File: config.mk
export PLATFORM = sky130hd
export DESIGN_NAME = fetch_sequencer_flat
export DESIGN_NICKNAME = d
export VERILOG_FILES = /design/src/rtl/fetch_sequencer_if.sv /design/src/rtl/fetch_sequencer.sv /design/src/flat_wrapper.sv
export SDC_FILE = /design/constraint.sdc
export NUM_CORES = 1
export LEC_CHECK = 0
export ABC_AREA = 0
export BUFFER_PORTS_ARGS = -buffer_cell sky130_fd_sc_hd__buf_2
export CAP_MARGIN = 10
export CORE_ASPECT_RATIO = 0.9
export CORE_MARGIN = 2
export CORE_UTILIZATION = 44
export CTS_CLUSTER_SIZE = 28
export DETAILED_ROUTE_END_ITERATION = 8
export PLACE_DENSITY = 0.78
export SYNTH_ARGS = -nofsm -noshare
export SYNTH_HDL_FRONTEND = slang
export SYNTH_SLANG_ARGS = --single-unit
File: constraint.sdc
create_clock -name Clock -period 2.36 [get_ports Clock]
set_clock_uncertainty 0.2 [all_clocks]
set_input_delay 0.236 -clock Clock [delete_from_list [all_inputs] [get_ports Clock]]
set_output_delay 0.236 -clock Clock [all_outputs]
set_load 0.03 [all_outputs]
File: src/rtl/fetch_sequencer_if.sv
// Control-path bundle between the fetch sequencer, instruction memory and decoder.
// The master modport is the sequencer side.
interface fetch_sequencer_if #(
  parameter int SC_WIDTH = 3,
  parameter int DATA_W   = 8
);
  logic                     SC_Clear;
  logic                     Stall;
  logic [DATA_W-1:0]        Mem_Data;
  logic                     Mem_CS;
  logic                     Mem_WR;
  logic                     IR_Enable;
  logic                     IR_LH;
  logic                     PC_Inc;
  logic [SC_WIDTH-1:0]      T_out;
  logic [2**SC_WIDTH-1:0]   T_onehot;
  logic [2*DATA_W-1:0]      IR_out;
  logic                     IR_Valid;
  logic                     Timeout;

  modport master (
    input  SC_Clear, Stall, Mem_Data,
    output Mem_CS, Mem_WR, IR_Enable, IR_LH, PC_Inc,
           T_out, T_onehot, IR_out, IR_Valid, Timeout
  );

  modport slave (
    output SC_Clear, Stall, Mem_Data,
    input  Mem_CS, Mem_WR, IR_Enable, IR_LH, PC_Inc,
           T_out, T_onehot, IR_out, IR_Valid, Timeout
  );
endinterface

File: src/rtl/fetch_sequencer.sv
// Timing-state counter T0..T7 with a two-byte instruction fetch in T0/T1.
// Handshake: Stall freezes the counter and masks the load/increment strobes; SC_Clear is honoured only in T2..T7 without Stall.
module fetch_sequencer #(
  parameter int SC_WIDTH = 3,
  parameter int DATA_W   = 8
) (
  input  logic              Clock,
  input  logic              Reset,
  fetch_sequencer_if.master bus
);

  localparam logic [SC_WIDTH-1:0] T_FIRST = '0;
  localparam logic [SC_WIDTH-1:0] T_HIGH  = SC_WIDTH'(1);
  localparam logic [SC_WIDTH-1:0] T_LAST  = '1;

  logic [SC_WIDTH-1:0]  t_q, t_d;
  logic [2*DATA_W-1:0]  ir_q, ir_d;
  logic                 valid_q, valid_d;
  logic                 timeout_q, timeout_d;
  logic                 is_t0, is_t1, fetching;

  assign is_t0    = (t_q == T_FIRST);
  assign is_t1    = (t_q == T_HIGH);
  assign fetching = is_t0 | is_t1;

  // State register
  always_ff @(posedge Clock) begin
    if (Reset) begin
      t_q       <= T_FIRST;
      ir_q      <= '0;
      valid_q   <= 1'b0;
      timeout_q <= 1'b0;
    end else begin
      t_q       <= t_d;
      ir_q      <= ir_d;
      valid_q   <= valid_d;
      timeout_q <= timeout_d;
    end
  end

  // Next state: the fetch is atomic, so SC_Clear only matters once the IR is full.
  // IR_Valid drops on every entry to T0 so the decoder never sees a stale instruction.
  always_comb begin
    t_d       = t_q;
    ir_d      = ir_q;
    valid_d   = valid_q;
    timeout_d = timeout_q;
    if (!bus.Stall) begin
      if (is_t0) begin
        ir_d[DATA_W-1:0] = bus.Mem_Data;
        valid_d          = 1'b0;
        t_d              = T_HIGH;
      end else if (is_t1) begin
        ir_d[2*DATA_W-1:DATA_W] = bus.Mem_Data;
        valid_d                 = 1'b1;
        t_d                     = t_q + SC_WIDTH'(1);
      end else if (bus.SC_Clear) begin
        t_d     = T_FIRST;
        valid_d = 1'b0;
      end else begin
        t_d = t_q + SC_WIDTH'(1);
        if (t_q == T_LAST) begin
          timeout_d = 1'b1;
          valid_d   = 1'b0;
        end
      end
    end
  end

  // Outputs: chip select stays low through a stall so the read data remains valid.
  always_comb begin
    bus.Mem_CS          = ~(fetching & ~Reset);
    bus.Mem_WR          = 1'b0;
    bus.IR_Enable       = fetching & ~bus.Stall & ~Reset;
    bus.PC_Inc          = fetching & ~bus.Stall & ~Reset;
    bus.IR_LH           = is_t1;
    bus.T_out           = t_q;
    bus.T_onehot        = '0;
    bus.T_onehot[t_q]   = 1'b1;
    bus.IR_out          = ir_q;
    bus.IR_Valid        = valid_q;
    bus.Timeout         = timeout_q;
  end

endmodule

File: src/flat_wrapper.sv
// flat-port wrapper written by rule: the top's interface ports become plain ports
module fetch_sequencer_flat 
#(
  parameter int SC_WIDTH = 3,
  parameter int DATA_W   = 8
)
  (Clock, Reset, bus_SC_Clear, bus_Stall, bus_Mem_Data, bus_Mem_CS, bus_Mem_WR, bus_IR_Enable, bus_IR_LH, bus_PC_Inc, bus_T_out, bus_T_onehot, bus_IR_out, bus_IR_Valid, bus_Timeout);
  fetch_sequencer_if #(.SC_WIDTH(SC_WIDTH), .DATA_W(DATA_W)) bus_i ();
  input  logic Clock;
  input  logic Reset;
  input wire logic [$bits(bus_i.SC_Clear)-1:0] bus_SC_Clear;
  input wire logic [$bits(bus_i.Stall)-1:0] bus_Stall;
  input wire logic [$bits(bus_i.Mem_Data)-1:0] bus_Mem_Data;
  output wire logic [$bits(bus_i.Mem_CS)-1:0] bus_Mem_CS;
  output wire logic [$bits(bus_i.Mem_WR)-1:0] bus_Mem_WR;
  output wire logic [$bits(bus_i.IR_Enable)-1:0] bus_IR_Enable;
  output wire logic [$bits(bus_i.IR_LH)-1:0] bus_IR_LH;
  output wire logic [$bits(bus_i.PC_Inc)-1:0] bus_PC_Inc;
  output wire logic [$bits(bus_i.T_out)-1:0] bus_T_out;
  output wire logic [$bits(bus_i.T_onehot)-1:0] bus_T_onehot;
  output wire logic [$bits(bus_i.IR_out)-1:0] bus_IR_out;
  output wire logic [$bits(bus_i.IR_Valid)-1:0] bus_IR_Valid;
  output wire logic [$bits(bus_i.Timeout)-1:0] bus_Timeout;
  assign bus_i.SC_Clear = bus_SC_Clear;
  assign bus_i.Stall = bus_Stall;
  assign bus_i.Mem_Data = bus_Mem_Data;
  assign bus_Mem_CS = bus_i.Mem_CS;
  assign bus_Mem_WR = bus_i.Mem_WR;
  assign bus_IR_Enable = bus_i.IR_Enable;
  assign bus_IR_LH = bus_i.IR_LH;
  assign bus_PC_Inc = bus_i.PC_Inc;
  assign bus_T_out = bus_i.T_out;
  assign bus_T_onehot = bus_i.T_onehot;
  assign bus_IR_out = bus_i.IR_out;
  assign bus_IR_Valid = bus_i.IR_Valid;
  assign bus_Timeout = bus_i.Timeout;
  fetch_sequencer #(.SC_WIDTH(SC_WIDTH), .DATA_W(DATA_W)) u_core (.Clock(Clock), .Reset(Reset), .bus(bus_i));
endmodule
# After elaboration in Yosys (flattened, before gate mapping)
# Cells that the tools add are included.
# totals
ff_bits	21
input_bits	12
# op_classes
n_addsub	1
n_lt_le_gt_ge	2
n_eq_ne	2
mux	9
n_bitwise	10
reduce_logical	7
# ops
op	n
$mux 3	3
$not 1->1	6
$mux 1	5
$reduce_and 5->1	1
$lt 3x4->1 const B	1
$reduce_and 2->1	2
$reduce_bool 4->1	1
$add 3x1->3 const B	1
$and 1x1->1	3
$demux 1 s3	1
$eq 3x1->1 const B	1
$eq 3x3->1 const B	1
$ge 3x1->1 const B	1
$logic_not 3->1	1
$reduce_and 3->1	1
$logic_and 1x1->1	1
$or 1x1->1	1

# Depth between registers and ports, before layout
# Gate-level depths: netlist (run 1).
# logic_depth
depth_word	5
mapped_depth	6
ltp_nobuf	5

# Worst setup path after synthesis (run 1)
# Ideal clock, no wire load.
# synth_path
path_type	reg2out
start	register u_core.t_q[1], in the netlist u_core.bus.T_out[1]
end	output bus_PC_Inc
t_arrival_ps	2090
required_time_ps	1924
path_slack_ps	-166
path_stages_with_launch	7
path_buffers	1
path_cell_list	dfxtp_1 > inv_1 > ha_1 > o21bai_1 > or2_2 > nor2_1 > buf_4
# synth_between
elab_chain_cells	4
elab_cells_between_ends	5
classes_between	1 x eq/ne; 3 x bitwise; 1 x reduce/logical
# synth_lines
element	line	source
start, declared	fetch_sequencer.sv:16	logic [SC_WIDTH-1:0] t_q, t_d;
start signal, assigned	fetch_sequencer.sv:34	t_q <= t_d;
$eq 3x1->1 / $logic_not 3->1 (equally long branches)	fetch_sequencer.sv:23, fetch_sequencer.sv:22	
$or 1x1->1 *	fetch_sequencer.sv:24	assign fetching = is_t0 | is_t1;
$and 1x1->1 * (2 in series)	--	
end, declared	flat_wrapper.sv:18	output wire logic [$bits(bus_i.PC_Inc)-1:0] bus_PC_Inc;
# Mark *: on every way between the ends. The rest lies on a longest branch, timed or not.

# Worst setup path in the final report (run 1)
# layout_path
start	register u_core.t_q[0], in the netlist u_core.bus.T_out[0]
end	output bus_PC_Inc
# layout_between
elab_chain_cells	4
elab_cells_between_ends	5
classes_between	1 x eq/ne; 3 x bitwise; 1 x reduce/logical
# layout_lines
element	line	source
$eq 3x1->1 / $logic_not 3->1 (equally long branches)	fetch_sequencer.sv:23, fetch_sequencer.sv:22	
$or 1x1->1 *	fetch_sequencer.sv:24	
$and 1x1->1 * (2 in series)	fetch_sequencer.sv:75	bus.PC_Inc = fetching & ~bus.Stall & ~Reset;
# Marked as above.

==> results of run 1 <==
[routing by layer]
| layer | up-vias | track usage (%) |
|---|---|---|
| met3 | 4 | 2.761 |
| li1 | 458 | - |
| met2 | 28 | 32.25 |
| met1 | 410 | 24.43 |
| met4 | 0 | 9.231 |
| met5 | - | 0 |
[flip-flops by register name, summed over array words and instances, names as in the netlist]
name	cells
u_core.bus.Timeout	1
u_core.bus.IR_out	16
u_core.bus.T_out	3
u_core.bus.IR_Valid	1
[per-stage QoR]
step                utilization, %  hold WS (ps)
CTS                          65.08         65.96
global route                 65.21         84.37
global placement             59.62         247.6
finish                       65.21         67.11
detailed placement           59.62         249.6
floorplan                        -         172.0
[final timing paths]
| path | end | slack, ps | cells after the start |
|---|---|---|---|
| worst min register to register | u_core.bus.IR_out[10] | 260 | 2 |
| worst max-delay path | bus_PC_Inc | 120 | 6 |
| worst max register to register | u_core.bus.IR_out[11] | 350 | 5 |
| worst min-delay path | u_core.bus.IR_Valid | 70 | 4 |
[tightest hold or removal path: cells and delay by family]
family / cells / cell delay, ps
compound gates: 1 / 50
buf+inv: 1 / 130
simple gates: 2 / 120
[logic make-up after synthesis]
family | after synthesis | synth area share (%)
compound gates | 18 | 12.09
other cells | 1 | 0.3938
flops | 21 | 44.15
buf+inv | 11 | 6.569
simple gates | 45 | 23.13
fa+ha+maj | 4 | 5.256
mux | 8 | 8.410
[final cells by class]
class	count	area, um2
clock buffer	3	22.52
clock inverter	1	5.005
tap	25	31.28
multi-input combinational	76	479.2
sequential	21	420.4
timing repair buffer	54	315.3
inverter	3	11.26
fill	170	685.7
[Yosys cell counts, drive strengths merged]
| library cell | n |
|---|---|
| or4b | 1 |
| nor4b | 1 |
| a2111oi | 1 |
| inv | 3 |
| or2 | 1 |
| a21oi | 12 |
| clkbuf | 1 |
| nor3 | 4 |
| a22o | 2 |
| ha | 4 |
| nor2b | 2 |
| a31oi | 1 |
| nand2 | 17 |
| o21bai | 1 |
| dfxtp | 21 |
| a211o | 1 |
| and3 | 2 |
| nand2b | 1 |
| nand3 | 1 |
| nor3b | 1 |
| conb | 1 |
| buf | 7 |
| nor2 | 14 |
| mux2i | 8 |
[repair_timing]
| action | CTS | global route |
|---|---|---|
| setup buffers | 0 | 0 |
| hold buffers | 8 | 0 |
| gates resized for setup | 0 | 2 |
| endpoints found under the setup margin | 0 | 3 |
| hold endpoints to repair | 14 | 0 |
[power by group through the flow]
stage               Combinational [W]  Sequential (W)  Clock [W]
floorplan                   0.0000937        0.000419          0
global placement             0.000168        0.000388          0
detailed placement           0.000169        0.000389          0
CTS                          0.000180        0.000381   0.000176
global route                 0.000195        0.000384   0.000189
finish                       0.000180        0.000381   0.000172
==> impl_metrics.json, run 1 <==
{
  "status": "complete, no violations",
  "drv_slew": 0,
  "peakVddDrop_mv": 0.3877,
  "areaGrowthSynthToFinish_pct": 34.95,
  "wl_met1_um": 991,
  "swShare_pct": 31.78,
  "vias": 900,
  "drc_errors": 0,
  "p_per_area_mw_per_mm2": 570.7,
  "gr-total-overflow": 0,
  "timing.final.crit_share_pct": 94.73,
  "layout_common_cells": "buf_2, dfxtp_1, nand2_1",
  "crit-reg2reg-launch": "u_core.bus.T_out[0]",
  "worstPathRequired_ps": 1920,
  "grt_pass1_vias": 793,
  "grt_start_max_net_pins": 23,
  "worst_pin_slew_ps": 528.8,
  "cp-start-kind": "flip-flop",
  "clock-sinks": 21,
  "relSlewSlack_pct": 64.70,
  "yosysSeqAreaShare_pct": 44.15,
  "first_pass_iters": 4,
  "antenna_found_initial": 0,
  "ys_ff_latch": 21,
  "fp.dieH_um": 48.13,
  "highest_layer": "met4",
  "fin_ws_ps": 124.5,
  "htreeDepth": 1,
  "worstSetupPathType": "reg2out",
  "cp_slowest_cell": "dfxtp_1",
  "dpl_worst_slack_ps": 308.8,
  "portBuffers": 44,
  "max_stage_delay_ps": 400,
  "hp-class": "in2reg",
  "cts_tree": "built",
  "hp-start": "bus_SC_Clear",
  "dp_hpwl_um": 1556,
  "hold_viol": 0,
  "final_common_cell": "buf_2",
  "clock_latency_ps": 290,
  "routed_wl_um": 2123,
  "p_comb_share_pct": 24.5,
  "seq_power_share_pct": 52.0,
  "core-area_mm2": 0.001971,
  "p_total_w": 0.0007334,
  "via_per_inst": 4.918,
  "synth.avg_cell_area_um2": 8.816,
  "start_util_pct": 48.32,
  "critical_path_buf_inv_count": 2,
  "maxCapViolCount": 0,
  "setup_viol": 0,
  "ioPinCount": 46,
  "critical_path.cell_chain": "inv_1 > ha_2 > o21bai_1 > or2_2 > nor2_2 > buf_2",
  "dr_wl_met2_um": 983,
  "gp_congestion": 0.8760,
  "arrival_ps": 1800,
  "fin_tns_setup_ps": 0,
  "drive_gt1_share_pct": 36.08,
  "path_delay_family": "flip-flops",
  "wl_per_cell_um": 11.60,
  "rsz0062_at_grt": "false",
  "diodes": 0,
  "drtAntennaViolNets": 0,
  "final_cell_area_mm2": 0.001285,
  "cp-end-kind": "output pin",
  "crit_start": "u_core.bus.T_out[0]",
  "cts-root-buf": "clkbuf_4",
  "fin_cells": 183,
  "crit_fanout": 9,
  "grt_first_pass_wirelength_um": 3484,
  "synth_area_leaders": "dfxtp_1, mux2i_1, nand2_1",
  "dpl-instance-area_mm2": 0.001175,
  "dr_wl_met3_um": 109,
  "ys.warnings.count": 0,
  "netlist_instances": 108,
  "synth_fp_nets": 124,
  "rows": 15,
  "synth_area_leader_cell": "dfxtp_1",
  "synth_area_um2": 952.2,
  "clockBufferDepth": 2,
  "fmax_mhz": 447.3,
  "die_area_mm2": 0.002553,
  "clkPwrFrac_pct": 23.5,
  "p_int_w": 0.0005003,
  "synth.distinct_cells": 27,
  "synth_top_area_share_pct": 44.15,
  "final.min_clock_period_ps": 2236,
  "place_inst": 171,
  "first_iter_violations": 7,
  "die_w_um": 53.04,
  "finalNetCount": 175,
  "track_usage_pct": 19.04,
  "p_sw_w": 0.0002331,
  "cts.clk_slew.worst_paths_ps": 120,
  "p_leak_nw": 0.6336,
  "cts_made_buffers": 3
}
No activity file was read; power rests on OpenSTA's default activity.
==> run 2, diff against run 1 <==
--- a/config.mk
+++ b/config.mk
@@ -14,6 +14,7 @@
 export CTS_CLUSTER_SIZE = 28
 export DETAILED_ROUTE_END_ITERATION = 8
 export PLACE_DENSITY = 0.78
+export SETUP_SLACK_MARGIN = 0.2
 export SYNTH_ARGS = -nofsm -noshare
 export SYNTH_HDL_FRONTEND = slang
 export SYNTH_SLANG_ARGS = --single-unit
==> run 2 against run 1 <==
Net effect:
- sequential share of layout area decreased by 1.1 points
- utilization increased by 3.7 points
- non-clock buffer count increased by 2
- register-to-register slack improved by 200 ps
- highest routed layer unchanged
- combinational power increased by 11%
- largest cell class unchanged
==> impl_metrics.json, run 2 (synthesis gave the netlist of run 1 again) <==
{
  "rows": 15,
  "highest_layer": "met4",
  "clock_latency_ps": 320,
  "fin_tns_setup_ps": 0,
  "via_per_inst": 5.076,
  "clock-sinks": 21,
  "place_inst": 171,
  "worstPathRequired_ps": 1920,
  "cp_slowest_cell": "dfxtp_4",
  "areaGrowthSynthToFinish_pct": 42.71,
  "dr_wl_met3_um": 178,
  "p_leak_nw": 0.6497,
  "maxCapViolCount": 0,
  "die_w_um": 53.04,
  "finalNetCount": 177,
  "layout_common_cells": "buf_2, dfxtp_1, nand2_1",
  "drive_gt1_share_pct": 40.00,
  "cts.clk_slew.worst_paths_ps": 130,
  "dpl_worst_slack_ps": 429.2,
  "gr-total-overflow": 0,
  "p_total_w": 0.0007695,
  "max_stage_delay_ps": 400,
  "relSlewSlack_pct": 65.97,
  "vias": 939,
  "setup_viol": 0,
  "peakVddDrop_mv": 0.5698,
  "routed_wl_um": 2489,
  "start_util_pct": 48.32,
  "fin_ws_ps": 320.7,
  "fp.dieH_um": 48.13,
  "track_usage_pct": 20.79,
  "first_iter_violations": 21,
  "portBuffers": 44,
  "arrival_ps": 1600,
  "drc_errors": 0,
  "crit_fanout": 6,
  "grt_first_pass_wirelength_um": 3698,
  "die_area_mm2": 0.002553,
  "critical_path.cell_chain": "inv_4 > ha_4 > o21bai_1 > or2_4 > nor2_4 > buf_6",
  "antenna_found_initial": 0,
  "worstSetupPathType": "reg2out",
  "hp-class": "in2reg",
  "cts_made_buffers": 3,
  "status": "complete, no violations",
  "cts-root-buf": "clkbuf_4",
  "worst_pin_slew_ps": 508.3,
  "p_per_area_mw_per_mm2": 566.3,
  "dr_wl_met2_um": 1264,
  "cp-end-kind": "output pin",
  "largest_reg_flops": 16,
  "rsz0062_at_grt": "false",
  "dp_hpwl_um": 1567,
  "final.min_clock_period_ps": 2039,
  "timing.final.crit_share_pct": 86.41,
  "hold_slack_ps": 47.44,
  "hold_viol": 0,
  "clockBufferDepth": 2,
  "core-area_mm2": 0.001971,
  "wl_met1_um": 1016,
  "diodes": 0,
  "fmax_mhz": 490.4,
  "final_common_cell": "buf_2",
  "first_pass_iters": 4,
  "drv_slew": 0,
  "htreeDepth": 1,
  "grt_pass1_vias": 776,
  "cp-start-kind": "flip-flop",
  "ioPinCount": 46,
  "gp_congestion": 0.8156,
  "wl_per_cell_um": 13.45,
  "grt_start_max_net_pins": 23,
  "fin_cells": 185,
  "cts_tree": "built",
  "drtAntennaViolNets": 0
}
==> run 2: cell types whose count changed in the layout (fill, tap and decap cells not counted), sizes merged <==
| cell | delta |
|---|---|
| clkinvlp | +1 |
| clkinv | -1 |
| buf | +2 |
==> run 2: what timing repair did <==
item / 4_1_cts / 5_1_grt
hold buffers: 8 / 0
endpoints found under the setup margin: 3 / 3
setup buffers: 1 / 1
gates resized for setup: 8 / 7
endpoints found under the hold margin: 16 / 0
pin swaps: 0 / 0
==> run 2: worst paths after layout <==
kind / start / to / slack [ps] / cells after the start
worst max-delay path: u_core.bus.T_out[0] / bus_IR_Enable / 320 / 6
worst max register to register: u_core.bus.T_out[0] / u_core.bus.IR_out[8] / 550 / 5
worst min-delay path: bus_SC_Clear / u_core.bus.T_out[0] / 50 / 3
worst min register to register: u_core.bus.IR_out[9] / u_core.bus.IR_out[9] / 270 / 2
==> run 2: area by class of cell <==
type                    instances  area (um2)
clock buffers                   3       22.52
clock inverters                 1       7.507
fillers                       161       611.8
inverters                       3       16.27
multi-input cells              76       509.2
flip-flops and latches         21       429.2
well taps                      25       31.28
repair buffers                 56       342.8
==> run 2: critical path: cells and delay by family, from the launching register on <==
family                   cells  cell delay (ps)
AND/OR/NAND/NOR              2              390
adder cells (fa/ha/maj)      1              160
AO/OA/AOI/OAI                1              100
buffers and inverters        2              220
flip-flops                   1              400
==> run 2: power breakdown <==
group | internal, W | switching [W] | leakage (nW)
logic | 0.0000783 | 0.000122 | 0.463
clock network | 0.0000649 | 0.000122 | 0.0139
registers | 0.000369 | 0.0000127 | 0.173
==> run 2: metal layers <==
layer / global-route usage [%] / vias up
li1: - / 468
met1: 25.81 / 427
met2: 35.25 / 39
met3: 6.748 / 5
met4: 6.154 / 0
met5: 0 / -
==> run 2: stage by stage <==
| stage | cell area (um2) | utilization (%) |
|---|---|---|
| after floorplan | 962.2 | - |
| after global placement | 1182 | 60.00 |
| after detailed placement | 1182 | 60.00 |
| after CTS | 1325 | 67.24 |
| after global routing | 1359 | 68.95 |
| final | 1359 | 68.95 |
